`src/rtl/latch_bank_writer.sv`:
```
// latch_bank_writer
//   Write-side sequencer for a bank of level-sensitive D latches. It accepts
//   one write at a time over valid/ready. It then drives the shared data bus
//   and a single enable through a setup, strobe and hold sequence, so that
//   the data is stable for the whole time an enable is high.
//
// Ports
//   clk       system clock, rising edge
//   rst       synchronous reset, active low
//   in_valid  write request valid
//   in_ready  writer can accept a request (IDLE and out of reset)
//   in_addr   target latch index
//   in_data   value to latch
//   lat_d     shared data bus to every latch D input
//   lat_en    per-latch enable, at most one bit high
//   busy      sequence in progress (state != IDLE)
//   err       one-cycle pulse when an out-of-range address is accepted
//
// Every output comes straight from a flop. Outputs are computed from the
// next state, so an enable never sees a combinational glitch.
module latch_bank_writer #(
    parameter int DATA_W     = 8,
    parameter int N_LATCH    = 4,
    parameter int ADDR_W     = 2,
    parameter int SETUP_CYC  = 1,
    parameter int STROBE_CYC = 2,
    parameter int HOLD_CYC   = 1
) (
    input  logic               clk,
    input  logic               rst,
    input  logic               in_valid,
    output logic               in_ready,
    input  logic [ADDR_W-1:0]  in_addr,
    input  logic [DATA_W-1:0]  in_data,
    output logic [DATA_W-1:0]  lat_d,
    output logic [N_LATCH-1:0] lat_en,
    output logic               busy,
    output logic               err
);

    localparam logic [1:0] IDLE   = 2'd0;
    localparam logic [1:0] SETUP  = 2'd1;
    localparam logic [1:0] STROBE = 2'd2;
    localparam logic [1:0] HOLD   = 2'd3;

    logic [1:0]         state, nxt;
    logic [3:0]         cnt, nxt_cnt;
    logic [ADDR_W-1:0]  addr_q, wr_addr;
    logic [N_LATCH-1:0] en_nxt;
    logic               accept, addr_ok;

    assign accept  = in_valid && in_ready;
    assign addr_ok = int'(in_addr) < N_LATCH;
    // On the accept edge the address register is not loaded yet, so the
    // enable decode has to take the address from the input.
    assign wr_addr = (state == IDLE) ? in_addr : addr_q;

    // A single shared down-counter. Each phase loads (count - 1) on entry
    // and leaves the phase when the counter reaches zero. Zero-length phases
    // are skipped at the point where their predecessor ends.
    always_comb begin
        nxt     = state;
        nxt_cnt = cnt;
        case (state)
            IDLE: begin
                if (accept && addr_ok) begin
                    if (SETUP_CYC > 0) begin
                        nxt     = SETUP;
                        nxt_cnt = 4'(SETUP_CYC - 1);
                    end else begin
                        nxt     = STROBE;
                        nxt_cnt = 4'(STROBE_CYC - 1);
                    end
                end
            end
            SETUP: begin
                if (cnt == 4'd0) begin
                    nxt     = STROBE;
                    nxt_cnt = 4'(STROBE_CYC - 1);
                end else begin
                    nxt_cnt = cnt - 4'd1;
                end
            end
            STROBE: begin
                if (cnt == 4'd0) begin
                    if (HOLD_CYC > 0) begin
                        nxt     = HOLD;
                        nxt_cnt = 4'(HOLD_CYC - 1);
                    end else begin
                        nxt     = IDLE;
                        nxt_cnt = 4'd0;
                    end
                end else begin
                    nxt_cnt = cnt - 4'd1;
                end
            end
            default: begin
                if (cnt == 4'd0) begin
                    nxt     = IDLE;
                    nxt_cnt = 4'd0;
                end else begin
                    nxt_cnt = cnt - 4'd1;
                end
            end
        endcase
    end

    always_comb begin
        en_nxt = '0;
        for (int i = 0; i < N_LATCH; i++)
            en_nxt[i] = (nxt == STROBE) && (wr_addr == ADDR_W'(i));
    end

    always_ff @(posedge clk) begin
        if (!rst) begin
            state    <= IDLE;
            cnt      <= '0;
            addr_q   <= '0;
            lat_d    <= '0;
            lat_en   <= '0;
            busy     <= 1'b0;
            err      <= 1'b0;
            in_ready <= 1'b0;
        end else begin
            state <= nxt;
            cnt   <= nxt_cnt;
            if (accept && addr_ok) begin
                addr_q <= in_addr;
                lat_d  <= in_data;
            end
            lat_en   <= en_nxt;
            busy     <= (nxt != IDLE);
            err      <= accept && !addr_ok;
            in_ready <= (nxt == IDLE);
        end
    end

endmodule

```
`config.mk`:
```
export PLATFORM = sky130hd
export DESIGN_NAME = latch_bank_writer
export DESIGN_NICKNAME = d
export VERILOG_FILES = /design/src/rtl/latch_bank_writer.sv
export SDC_FILE = /design/constraint.sdc
export NUM_CORES = 1
export LEC_CHECK = 0
export BUFFER_PORTS_ARGS = -buffer_cell sky130_fd_sc_hd__buf_2
export CORE_ASPECT_RATIO = 2
export CORE_MARGIN = 2
export CORE_UTILIZATION = 35
export CTS_CLUSTER_SIZE = 16
export DETAILED_ROUTE_END_ITERATION = 8
export SLEW_MARGIN = 30
export SYNTH_ARGS = -nofsm -noshare
export SYNTH_HDL_FRONTEND = slang
export SYNTH_SLANG_ARGS = --single-unit
```
`constraint.sdc`:
```
create_clock -name clk -period 1.57 [get_ports clk]
set_input_delay 0.2355 -clock clk [delete_from_list [all_inputs] [get_ports clk]]
set_output_delay 0.2355 -clock clk [all_outputs]
set_load 0.03 [all_outputs]
```
==> results of run 1 <==
-- worst max path at each step --
stage,startpoint,to,slack (ns),cells after the start
2_1_floorplan,cnt[0],lat_en[1],0.20,5
3_3_place_gp,cnt[0],lat_en[3],0.11,5
3_5_place_dp,cnt[0],lat_en[2],0.002,5
4_1_cts,cnt[0],lat_en[2],0.02,5
5_1_grt,cnt[0],lat_en[2],0.005,5
6_report,cnt[0],lat_en[2],0.06,5
-- cells in the mapped netlist (2+ instances only) --
master                      n
sky130_fd_sc_hd__a21oi_1   17
sky130_fd_sc_hd__and2_1     2
sky130_fd_sc_hd__clkbuf_1   3
sky130_fd_sc_hd__dfxtp_1   22
sky130_fd_sc_hd__ha_1       2
sky130_fd_sc_hd__inv_1      3
sky130_fd_sc_hd__nand2_1   22
sky130_fd_sc_hd__nand3_1    3
sky130_fd_sc_hd__nand3b_1   6
sky130_fd_sc_hd__nand4_1    2
sky130_fd_sc_hd__nor2_1     4
sky130_fd_sc_hd__or3_1      3
-- power groups by stage --
| stage | Combinational (uW) | Sequential, uW | Clock (uW) |
|---|---|---|---|
| global placement | 818 | 808 | 0 |
| CTS | 878 | 808 | 348 |
| finish | 883 | 809 | 343 |
| detailed placement | 847 | 816 | 0 |
| floorplan | 581 | 876 | 0 |
| global route | 985 | 829 | 368 |
-- metrics by stage --
stage / utilization (%) / cells / hold slack [ns]
after floorplan: - / 110 / 0.357
after global placement: 42.1 / 159 / 0.442
after detailed placement: 42.1 / 159 / 0.447
after CTS: 44.0 / 162 / 0.203
after global routing: 44.2 / 162 / 0.216
final: 44.2 / 162 / 0.202
-- metal layers --
metal	part of all wire, %	wire [um]	vias up	global-route usage (%)
met3	4.5	95	7	2.86
li1	-	-	427	-
met5	0	0	-	0
met1	37	790	405	17.6
met4	3.7	78	0	12.0
met2	54	1150	24	27.1
-- area by class of cell --
class | count | area (sq um) | area share, %
sequential | 22 | 440 | 38.8
timing repair buffer | 27 | 138 | 12.1
tap | 28 | 35.0 | 3.08
clock buffer | 3 | 41.3 | 3.63
inverter | 4 | 15.0 | 1.32
multi-input combinational | 78 | 467 | 41.1
-- registers in the layout, summed over array words and instances (netlist names) --
| register | count |
|---|---|
| lat_d | 8 |
| cnt | 4 |
| lat_en | 4 |
| addr_q | 2 |
| state | 2 |
| busy | 1 |
| in_ready | 1 |
-- cells by family after synthesis --
group           count (synthesis)  synth area share, %
xor+xnor                        1                0.927
other cells                     1                0.397
compound gates                 25                 15.6
mux                             2                 2.25
flops                          22                 46.6
fa+ha+maj                       2                 2.65
buf+inv                        10                 5.30
simple gates                   47                 26.2
-- worst register-to-register path, cell delays in order, from the launching register on --
cell and delay, ns:
sky130_fd_sc_hd__dfxtp_1 0.34, sky130_fd_sc_hd__inv_1 0.11, sky130_fd_sc_hd__ha_2 0.20, sky130_fd_sc_hd__nor3b_4 0.30, sky130_fd_sc_hd__mux2_4 0.36, sky130_fd_sc_hd__a21oi_1 0.12
==> impl_results.md, run 1 <==
- Top cells by area, synth: sky130_fd_sc_hd__dfxtp_1, sky130_fd_sc_hd__a21oi_1, sky130_fd_sc_hd__nand2_1, sky130_fd_sc_hd__nand3b_1, sky130_fd_sc_hd__ha_1
- Min Tclk post-route: 1.51 ns
- Root Buffer: sky130_fd_sc_hd__clkbuf_8
- Critical path cell sequence: inv_1, ha_2, nor3b_4, mux2_4, a21oi_1
- Flop pwr share: 39.8%
- Kind of critical path: reg -> reg
- Flop-to-flop setup slack: 0.06 ns
- Switch share: 40.8%
- Setup Slack @ Placement: 0.00217 ns
- Class of the most critical hold timing path: in -> reg
- Width of the chip: 40.7 um
- Largest net degree at the start of global routing: 19
- Share of the synthesized area in the top cell type: 46.6%
- # DRC: 0
- Post-layout total power: 2030 uW
- Layout Area Growth over Synthesis: 20.3%
- Most common flop cell mapped by yosys: sky130_fd_sc_hd__dfxtp_1
- Hold_sp: in_data[4]
- Syn Inst Count: 110
- Fraction of layout cells with a size suffix above 1: 27.6%
- Via count of the first global-routing pass: 869
- Flip-flop and latch count after synthesis: 22
- Avg Inst Size Synth: 8.59 sq um
- Final global-route overflow total: 0
- Number of warnings reported in the yosys synthesis log: 0
- WHS Path Cells: 3
- Most frequent standard cell in the layout excluding fill and tap cells: sky130_fd_sc_hd__buf_2
- Depth of the CTS H-tree: 1
- Max-cap violations: 0
- Result of the run: finished clean
- Post_cts resized: 1
- R2r worst-path depth: 5
- Top Family by Delay on Critical Path: multiplexers
- Post-layout instance area: 0.00114 sq mm
- Post-Route WL: 2120 um
- Number of distinct library cells after synthesis: 33
- Clock-pin slew reported for the worst setup and hold paths after clock tree synthesis: 0.07 ns
- Critical Path AT: 1.70 ns
- Area of the mapped netlist: 945 sq um
- Hold EP: lat_d[4]
- Total number of placement rows: 26
- Per-cell routed wire length: 13.1 um
- Switching power: 829 uW
- Crit path buf inv count: 1
- R2r startpoint: cnt[0]
- Final-layout fill cell count: 267
- Antenna violations before repair: 0
- Vertical die dimension: 77.5 um
- NumNets Final: 151
- Reported leakage power: 0.000468 uW
- Later-pin clock latency in the skew report: 0.27 ns
- Worst supply voltage drop on vdd: 0.751 mV
- Unrepaired setup endpoints after global routing: no
- Final hold viol count: 0
- Initial core utilization: 36.8%
- Required time at the worst-slack endpoint: 1.76 ns
- Count of endpoints failing setup in the final report: 0
- RePlAce Congestion: 0.812
- Most area-hungry cell type in the Yosys netlist: sky130_fd_sc_hd__dfxtp_1
- Detailed-router iteration count before antenna repair: 4
- Achievable frequency: 663 MHz
- Clock Power Share: 16.8%
- Part of the cycle the worst path needs: 96.1%
- Clock skew after layout: 0.00652 ns
- Antenna fix cells: 0
- Reg-to-reg critical path endpoint: lat_en[2]
- Final max-slew violation count: 0
- Relative slew slack: 64.8%
- First-pass GRT wire length: 3700 um
- Detailed placement HPWL: 1600 um
- Async set-or-reset flop fraction in the synthesized netlist: 0%
- Worst Setup Start Kind: flop
- I/O pin total: 28
- Number of buffers on the longest clock path: 2
- Internal Dissipation: 1210 uW
- Biggest fanout along the worst timing path: 5
- Ratio of routed vias to standard cells: 5.33
- Hold-fix buffers at CTS: 0
- Combinational cell fraction of total power: 43.4%
- Number of buffers inserted to repair setup after CTS: 0
- Setup TNS after final layout: 0 ns
- Maximum single-stage delay on the critical path: 0.36 ns
- Slowest stage cell on the critical path: sky130_fd_sc_hd__mux2_4
- GRT Util Overall: 16.7%
- Number of CTS-inserted buffers: 3
- Most used cells in the layout excluding fill and tap cells: sky130_fd_sc_hd__buf_2, sky130_fd_sc_hd__nand2_1, sky130_fd_sc_hd__dfxtp_1
- Count of port buffers added during placement: 26
- Initial drt markers: 6
- Sort of element at the end of the critical path: flop
- Core box area: 0.00257 sq mm
- Number of enable flip-flop cells after synthesis: 0
- Number of clock sinks: 22
- Transition at the pin with the smallest max-transition slack: 0.526 ns
- Total nets after synthesis: 125
- Sequential element share of the synthesized area: 46.6%
- Instance area after placement: 0.00108 sq mm
- CTS tree: done
- Post-route worst setup slack: 0.0609 ns
- Number of antenna-violating nets in the routed design: 0
- Floorplan die area: 0.00316 sq mm
- Ratio of total power to cell area: 1790 mW/mm^2
- Overall via count from detail_route: 863
Power figures use the tool's default switching activity.
==> run 2: changes to the inputs <==
==> constraint.sdc (replaced) <==
create_clock -name clk -period 1.57 [get_ports clk]
set_input_delay 0.314 -clock clk [delete_from_list [all_inputs] [get_ports clk]]
set_output_delay 0.314 -clock clk [all_outputs]
set_load 0.03 [all_outputs]
==> run 2 against run 1 <==
Sequential share of layout area is 0.81 points lower. Critical path depth did not move. Die area did not move. Combinational power is 0.8% lower. Sequential power hardly changed. Largest cell class unchanged.
==> impl_results.md, run 2 (same netlist as run 1, synthesis figures left out) <==
- Root Buffer: sky130_fd_sc_hd__clkbuf_8
- Count of endpoints failing setup in the final report: 0 (unchanged)
- Number of flip-flops in the largest register: 8 (unchanged)
- Switching power: 821 uW (-0.96%)
- Final global-route overflow total: 0 (unchanged)
- Reported leakage power: 0.000486 uW (+3.7%)
- Switch share: 39.5% (-1.2 points)
- NumNets Final: 153 (+1.3%)
- R2r worst-path depth: 5 (unchanged)
- Overall via count from detail_route: 847 (-1.9%)
- Relative slew slack: 64.8% (about the same)
- Post-Route WL: 2170 um (+2.3%)
- Sort of element at the end of the critical path: flop
- WHS Path Cells: 3 (unchanged)
- Number of buffers on the longest clock path: 2 (unchanged)
- Number of CTS-inserted buffers: 3 (unchanged)
- Most frequent standard cell in the layout excluding fill and tap cells: sky130_fd_sc_hd__buf_2
- Ratio of total power to cell area: 1790 mW/mm^2 (-0.29%)
- Instance area after placement: 0.00110 sq mm (+1.4%)
- Required time at the worst-slack endpoint: 1.70 ns (-0.06 ns)
- I/O pin total: 28 (unchanged)
- Clock Power Share: 18.7% (+1.9 points)
- Total number of placement rows: 26 (unchanged)
- Combinational cell fraction of total power: 42.2% (-1.2 points)
- GRT Util Overall: 16.2% (-0.51 points)
- Layout Area Growth over Synthesis: 23.2%
- Ratio of routed vias to standard cells: 5.13 (-3.6%)
- Part of the cycle the worst path needs: 96.0% (-0.11 points)
- RePlAce Congestion: 0.836 (+3.0%)
- Post-layout total power: 2080 uW (+2.1%)
- Number of antenna-violating nets in the routed design: 0 (unchanged)
- Transition at the pin with the smallest max-transition slack: 0.526 ns (+0.000904 ns)
- Via count of the first global-routing pass: 876 (+0.81%)
- Flop pwr share: 39.1% (-0.7 points)
- Number of clock sinks: 22 (unchanged)
- Detailed placement HPWL: 1710 um (+7.0%)
- Worst supply voltage drop on vdd: 0.883 mV (+18%)
- Count of port buffers added during placement: 26 (unchanged)
- Setup Slack @ Placement: 0.0308 ns (+0.0286 ns)
- Min Tclk post-route: 1.51 ns (-0.00166 ns)
- Regs by FF count: lat_d x8, cnt x4, lat_en x4
- Hold-fix buffers at CTS: 0 (unchanged)
- Initial core utilization: 36.8% (unchanged)
- Fraction of layout cells with a size suffix above 1: 29.2% (+1.6 points)
- Critical Path AT: 1.64 ns (-0.06 ns)
- Post-layout instance area: 0.00116 sq mm (+2.4%)
- Vertical die dimension: 77.5 um (unchanged)
- Clock-pin slew reported for the worst setup and hold paths after clock tree synthesis: 0.07 ns (about the same)
- # DRC: 0 (unchanged)
- Achievable frequency: 663 MHz (+0.11%)
- Initial drt markers: 11 (+5)
- Clock skew after layout: 0.00156 ns (-0.00496 ns)
- Depth of the CTS H-tree: 1 (unchanged)
- Floorplan die area: 0.00316 sq mm (unchanged)
- Antenna fix cells: 0 (unchanged)
- Largest net degree at the start of global routing: 13 (-6)
- Internal Dissipation: 1260 uW (+4.3%)
- Final-layout fill cell count: 265 (-0.75%)
- Worst Setup Start Kind: flop
- Most used cells in the layout excluding fill and tap cells: sky130_fd_sc_hd__buf_2, sky130_fd_sc_hd__nand2_1, sky130_fd_sc_hd__dfxtp_1
- Unrepaired setup endpoints after global routing: no
- Detailed-router iteration count before antenna repair: 6 (+2)
- Biggest fanout along the worst timing path: 5 (unchanged)
- Result of the run: finished clean
- Post-route worst setup slack: 0.0625 ns (+0.00166 ns)
- Final hold viol count: 0 (unchanged)
- First-pass GRT wire length: 3650 um (-1.3%)
- Later-pin clock latency in the skew report: 0.25 ns (-0.02 ns)
- CTS tree: done
- Core box area: 0.00257 sq mm (unchanged)
- Most flops, register: lat_d
- Class of the most critical hold timing path: in -> reg
- Max-cap violations: 0 (unchanged)
- Kind of critical path: reg -> reg
- Antenna violations before repair: 0 (unchanged)
- Width of the chip: 40.7 um (unchanged)
- Setup TNS after final layout: 0 ns (unchanged)
- Per-cell routed wire length: 13.1 um (+0.41%)
- Final max-slew violation count: 0 (unchanged)
[run 2: final timing paths]
kind         startpoint       end  slack [ns]
min reg2reg    lat_d[6]  lat_d[6]        0.46
max reg2reg      cnt[0]    cnt[0]        0.06
min          in_data[2]  lat_d[2]        0.30
max              cnt[0]    cnt[0]        0.06
[run 2: power by group through the flow]
stage,registers [uW],clock network [uW],logic (uW)
2_1_floorplan,876,0,581
3_3_place_gp,808,0,825
3_5_place_dp,818,0,844
4_1_cts,804,405,850
5_1_grt,833,430,984
6_report,812,390,876
[run 2: routing by layer]
| layer | global-route usage (%) | vias to the layer above | part of all wire, % |
|---|---|---|---|
| met1 | 16.2 | 387 | 35 |
| met4 | 6.67 | 0 | 1.1 |
| met3 | 1.71 | 4 | 4.1 |
| li1 | - | 430 | - |
| met5 | 0 | - | 0 |
| met2 | 30.0 | 26 | 60 |
[run 2: per-stage QoR]
stage          utilization (%)  hold slack [ns]  std cells
3_3_place_gp              42.7            0.443        161
3_5_place_dp              42.7            0.450        161
4_1_cts                   44.8            0.285        165
2_1_floorplan                -            0.436        110
6_report                  45.3            0.295        165
5_1_grt                   45.3            0.298        165
[run 2: area by class of cell]
type                       instances  area [sq um]  area share [%]
multi-input combinational         78           464            39.9
clock buffer                       4          55.1            4.73
tap                               28          35.0            3.01
sequential                        22           442            38.0
timing repair buffer              29           153            13.1
inverter                           4          15.0            1.29
[run 2: timing repair]
| item | CTS | global route |
|---|---|---|
| buffers inserted | 0 | 0 |
| gates resized for setup | 0 | 3 |
| setup endpoints to repair | 0 | 5 |
[run 2: critical path, stage by stage (launching register included)]
cell and delay (ns):
sky130_fd_sc_hd__dfxtp_2 0.36, sky130_fd_sc_hd__inv_1 0.08, sky130_fd_sc_hd__ha_1 0.23, sky130_fd_sc_hd__nor3b_4 0.18, sky130_fd_sc_hd__or4_1 0.42, sky130_fd_sc_hd__o311ai_0 0.12
==> run 3: changes to the inputs <==
--- a/config.mk
+++ b/config.mk
@@ -11,6 +11,7 @@
 export CORE_UTILIZATION = 35
 export CTS_CLUSTER_SIZE = 16
 export DETAILED_ROUTE_END_ITERATION = 8
+export PLACE_DENSITY_LB_ADDON = 0.12
 export SLEW_MARGIN = 30
 export SYNTH_ARGS = -nofsm -noshare
 export SYNTH_HDL_FRONTEND = slang
==> constraint.sdc (replaced) <==
create_clock -name clk -period 1.4 [get_ports clk]
set_input_delay 0.28 -clock clk [delete_from_list [all_inputs] [get_ports clk]]
set_output_delay 0.28 -clock clk [all_outputs]
set_load 0.03 [all_outputs]
==> run 3 against run 2 <==
Hold slack lost 0.056 ns. Non-clock buffer count grew 7. Combinational power grew 36%. Flip-flop and latch count is the same. Routed wire length shrank 1.5%. Power grew 29%. Clock skew grew 0.0084 ns. Largest cell class unchanged. Highest routed layer unchanged.
==> impl_results.md, run 3 (same netlist as run 1, synthesis figures left out) <==
- Result of the run: finished clean
- Achievable frequency: 747 MHz (+13%)
- Per-cell routed wire length: 12.4 um (-5.5%)
- Final-layout fill cell count: 251 (-5.3%)
- Reported leakage power: 0.000530 uW (+9.1%)
- Most flops, register: lat_d
- I/O pin total: 28 (unchanged)
- Met3 track demand over resource in global routing: 2.57% (+0.86 points)
- Most used cells in the layout excluding fill and tap cells: sky130_fd_sc_hd__buf_2, sky130_fd_sc_hd__nand2_1, sky130_fd_sc_hd__dfxtp_1
- Clock-pin slew reported for the worst setup and hold paths after clock tree synthesis: 0.09 ns (+0.02 ns)
- Depth of the CTS H-tree: 1 (unchanged)
- Floorplan die area: 0.00316 sq mm (unchanged)
- Layout Area Growth over Synthesis: 34.8%
- NumNets Final: 160 (+4.6%)
- Worst supply voltage drop on vdd: 0.860 mV (-2.6%)
- Number of buffers on the longest clock path: 2 (unchanged)
- First-pass GRT wire length: 3670 um (+0.55%)
- Later-pin clock latency in the skew report: 0.27 ns (+0.02 ns)
- Required time at the worst-slack endpoint: 1.60 ns (-0.10 ns)
- Critical path cell sequence: inv_2, buf_4, ha_1, or3_4, a21oi_2
- Regs by FF count: lat_d x8, cnt x4, lat_en x4
- Vertical die dimension: 77.5 um (unchanged)
- Count of endpoints failing setup in the final report: 0 (unchanged)
- Post-Route WL: 2130 um (-1.5%)
- Ratio of total power to cell area: 2110 mW/mm^2 (+18%)
- Via count of the first global-routing pass: 867 (-1.0%)
- Total number of placement rows: 26 (unchanged)
- Count of port buffers added during placement: 26 (unchanged)
- GRT met1 Usage: 19.3% (+3.1 points)
- Hold-fix buffers at CTS: 0 (unchanged)
- Final hold viol count: 0 (unchanged)
- Class of the most critical hold timing path: in -> reg
- Max-cap violations: 0 (unchanged)
- Internal Dissipation: 1690 uW (+34%)
- Final Util: 49.6% (+4.3 points)
- RePlAce Congestion: 0.739 (-12%)
- Met2 routing resource usage after global routing: 26.3% (-3.7 points)
- Min Tclk post-route: 1.34 ns (-0.169 ns)
- Instance area after placement: 0.00115 sq mm (+4.8%)
- Combinational cell fraction of total power: 44.4% (+2.2 points)
- Kind of critical path: reg -> reg
- Maximum single-stage delay on the critical path: 0.37 ns (-0.05 ns)
- Post-layout instance area: 0.00127 sq mm (+9.5%)
- Number of flip-flops in the largest register: 8 (unchanged)
- Initial drt markers: 15 (+4)
- Overall via count from detail_route: 883 (+4.3%)
- Setup TNS after final layout: 0 ns (unchanged)
- Clock Power Share: 22.0% (+3.3 points)
- Sort of element at the end of the critical path: flop
- Final max-slew violation count: 0 (unchanged)
- Worst Hold Margin: 0.239 ns (-0.0561 ns)
- Switch share: 37.1% (-2.4 points)
- Number of antenna-violating nets in the routed design: 0 (unchanged)
- Ratio of routed vias to standard cells: 5.13 (about the same)
- Most frequent standard cell in the layout excluding fill and tap cells: sky130_fd_sc_hd__buf_2
- Initial core utilization: 36.8% (unchanged)
- Switching power: 997 uW (+21%)
- Antenna fix cells: 0 (unchanged)
- Part of the cycle the worst path needs: 95.6% (-0.40 points)
- Slowest stage cell on the critical path: sky130_fd_sc_hd__or3_4
- Clock skew after layout: 0.00994 ns (+0.00838 ns)
- Fraction of layout cells with a size suffix above 1: 40.3% (+11 points)
- Core box area: 0.00257 sq mm (unchanged)
- Number of CTS-inserted buffers: 3 (unchanged)
- Global routing's busiest layer: met2
- Unrepaired setup endpoints after global routing: yes
- GRT Util Overall: 16.4% (+0.20 points)
- Final global-route overflow total: 0 (unchanged)
- Critical Path AT: 1.53 ns (-0.11 ns)
- Detailed-router iteration count before antenna repair: 4 (-2)
- Flop pwr share: 33.6% (-5.5 points)
- # DRC: 0 (unchanged)
- Width of the chip: 40.7 um (unchanged)
- CTS tree: done
- Detailed placement HPWL: 1560 um (-8.6%)
- Biggest fanout along the worst timing path: 2 (-3)
- Number of clock sinks: 22 (unchanged)
- Root Buffer: sky130_fd_sc_hd__clkbuf_8
- Largest net degree at the start of global routing: 18 (+5)
- Worst Setup Start Kind: flop
- Antenna violations before repair: 0 (unchanged)
## run 3: cell count changes in the layout (fill, tap and decap cells not counted), sizes merged
cell / delta
clkbuf: -1
bufinv: +1
buf: +7
## run 3: repair_timing
action / 4_1_cts / 5_1_grt
buffers inserted: 0 / 0
gates resized for setup: 3 / 12
pin swaps: 0 / 3
hold endpoints to repair: 0 / 0
endpoints found under the setup margin: 5 / 8
## run 3: final timing paths
path	start	endpoint	slack, ns	cells past startpoint
setup reg to reg	cnt[0]	cnt[1]	0.06	5
setup / recovery	cnt[0]	cnt[1]	0.06	5
hold / removal	in_data[6]	lat_d[6]	0.24	3
hold reg to reg	lat_d[5]	lat_d[5]	0.45	2
## run 3: metrics by stage
step                      instances  worst slack [ns]  total power (uW)
after global routing            172           -0.0115              2870
after CTS                       172          -0.00811              2630
final                           172            0.0614              2680
after detailed placement        168           -0.0519              1980
after global placement          168          -0.00644              1990
after floorplan                 110            0.0350              1630
## run 3: layer usage
| layer | wire length [um] | up-vias | share of wire [%] |
|---|---|---|---|
| met2 | 1130 | 22 | 53 |
| li1 | - | 446 | - |
| met4 | 51 | 0 | 2.4 |
| met5 | 0 | - | 0 |
| met3 | 75 | 4 | 3.5 |
| met1 | 872 | 411 | 41 |
## run 3: cell type report
| class | instances | area, sq um | area share, % |
|---|---|---|---|
| tap | 28 | 35.0 | 2.75 |
| timing repair buffer | 36 | 205 | 16.1 |
| sequential | 22 | 443 | 34.8 |
| multi-input combinational | 78 | 504 | 39.6 |
| clock buffer | 3 | 41.3 | 3.24 |
| inverter | 4 | 15.0 | 1.18 |
| clock inverter | 1 | 30.0 | 2.36 |
## run 3: worst max-delay path: cells and delay by family, from the launching register on
family / cells / cell delay, ns
adders and majority gates: 1 / 0.28
buffers and inverters: 2 / 0.18
AOI/OAI and AO/OA: 1 / 0.11
DFF: 1 / 0.34
and+or+nand+nor: 1 / 0.37
## run 3: power by group through the flow
stage	registers [uW]	logic [uW]	clock network, uW
after floorplan	983	652	0
after global routing	923	1320	631
final	902	1190	592
after detailed placement	894	1090	0
after global placement	895	1090	0
after CTS	888	1140	601
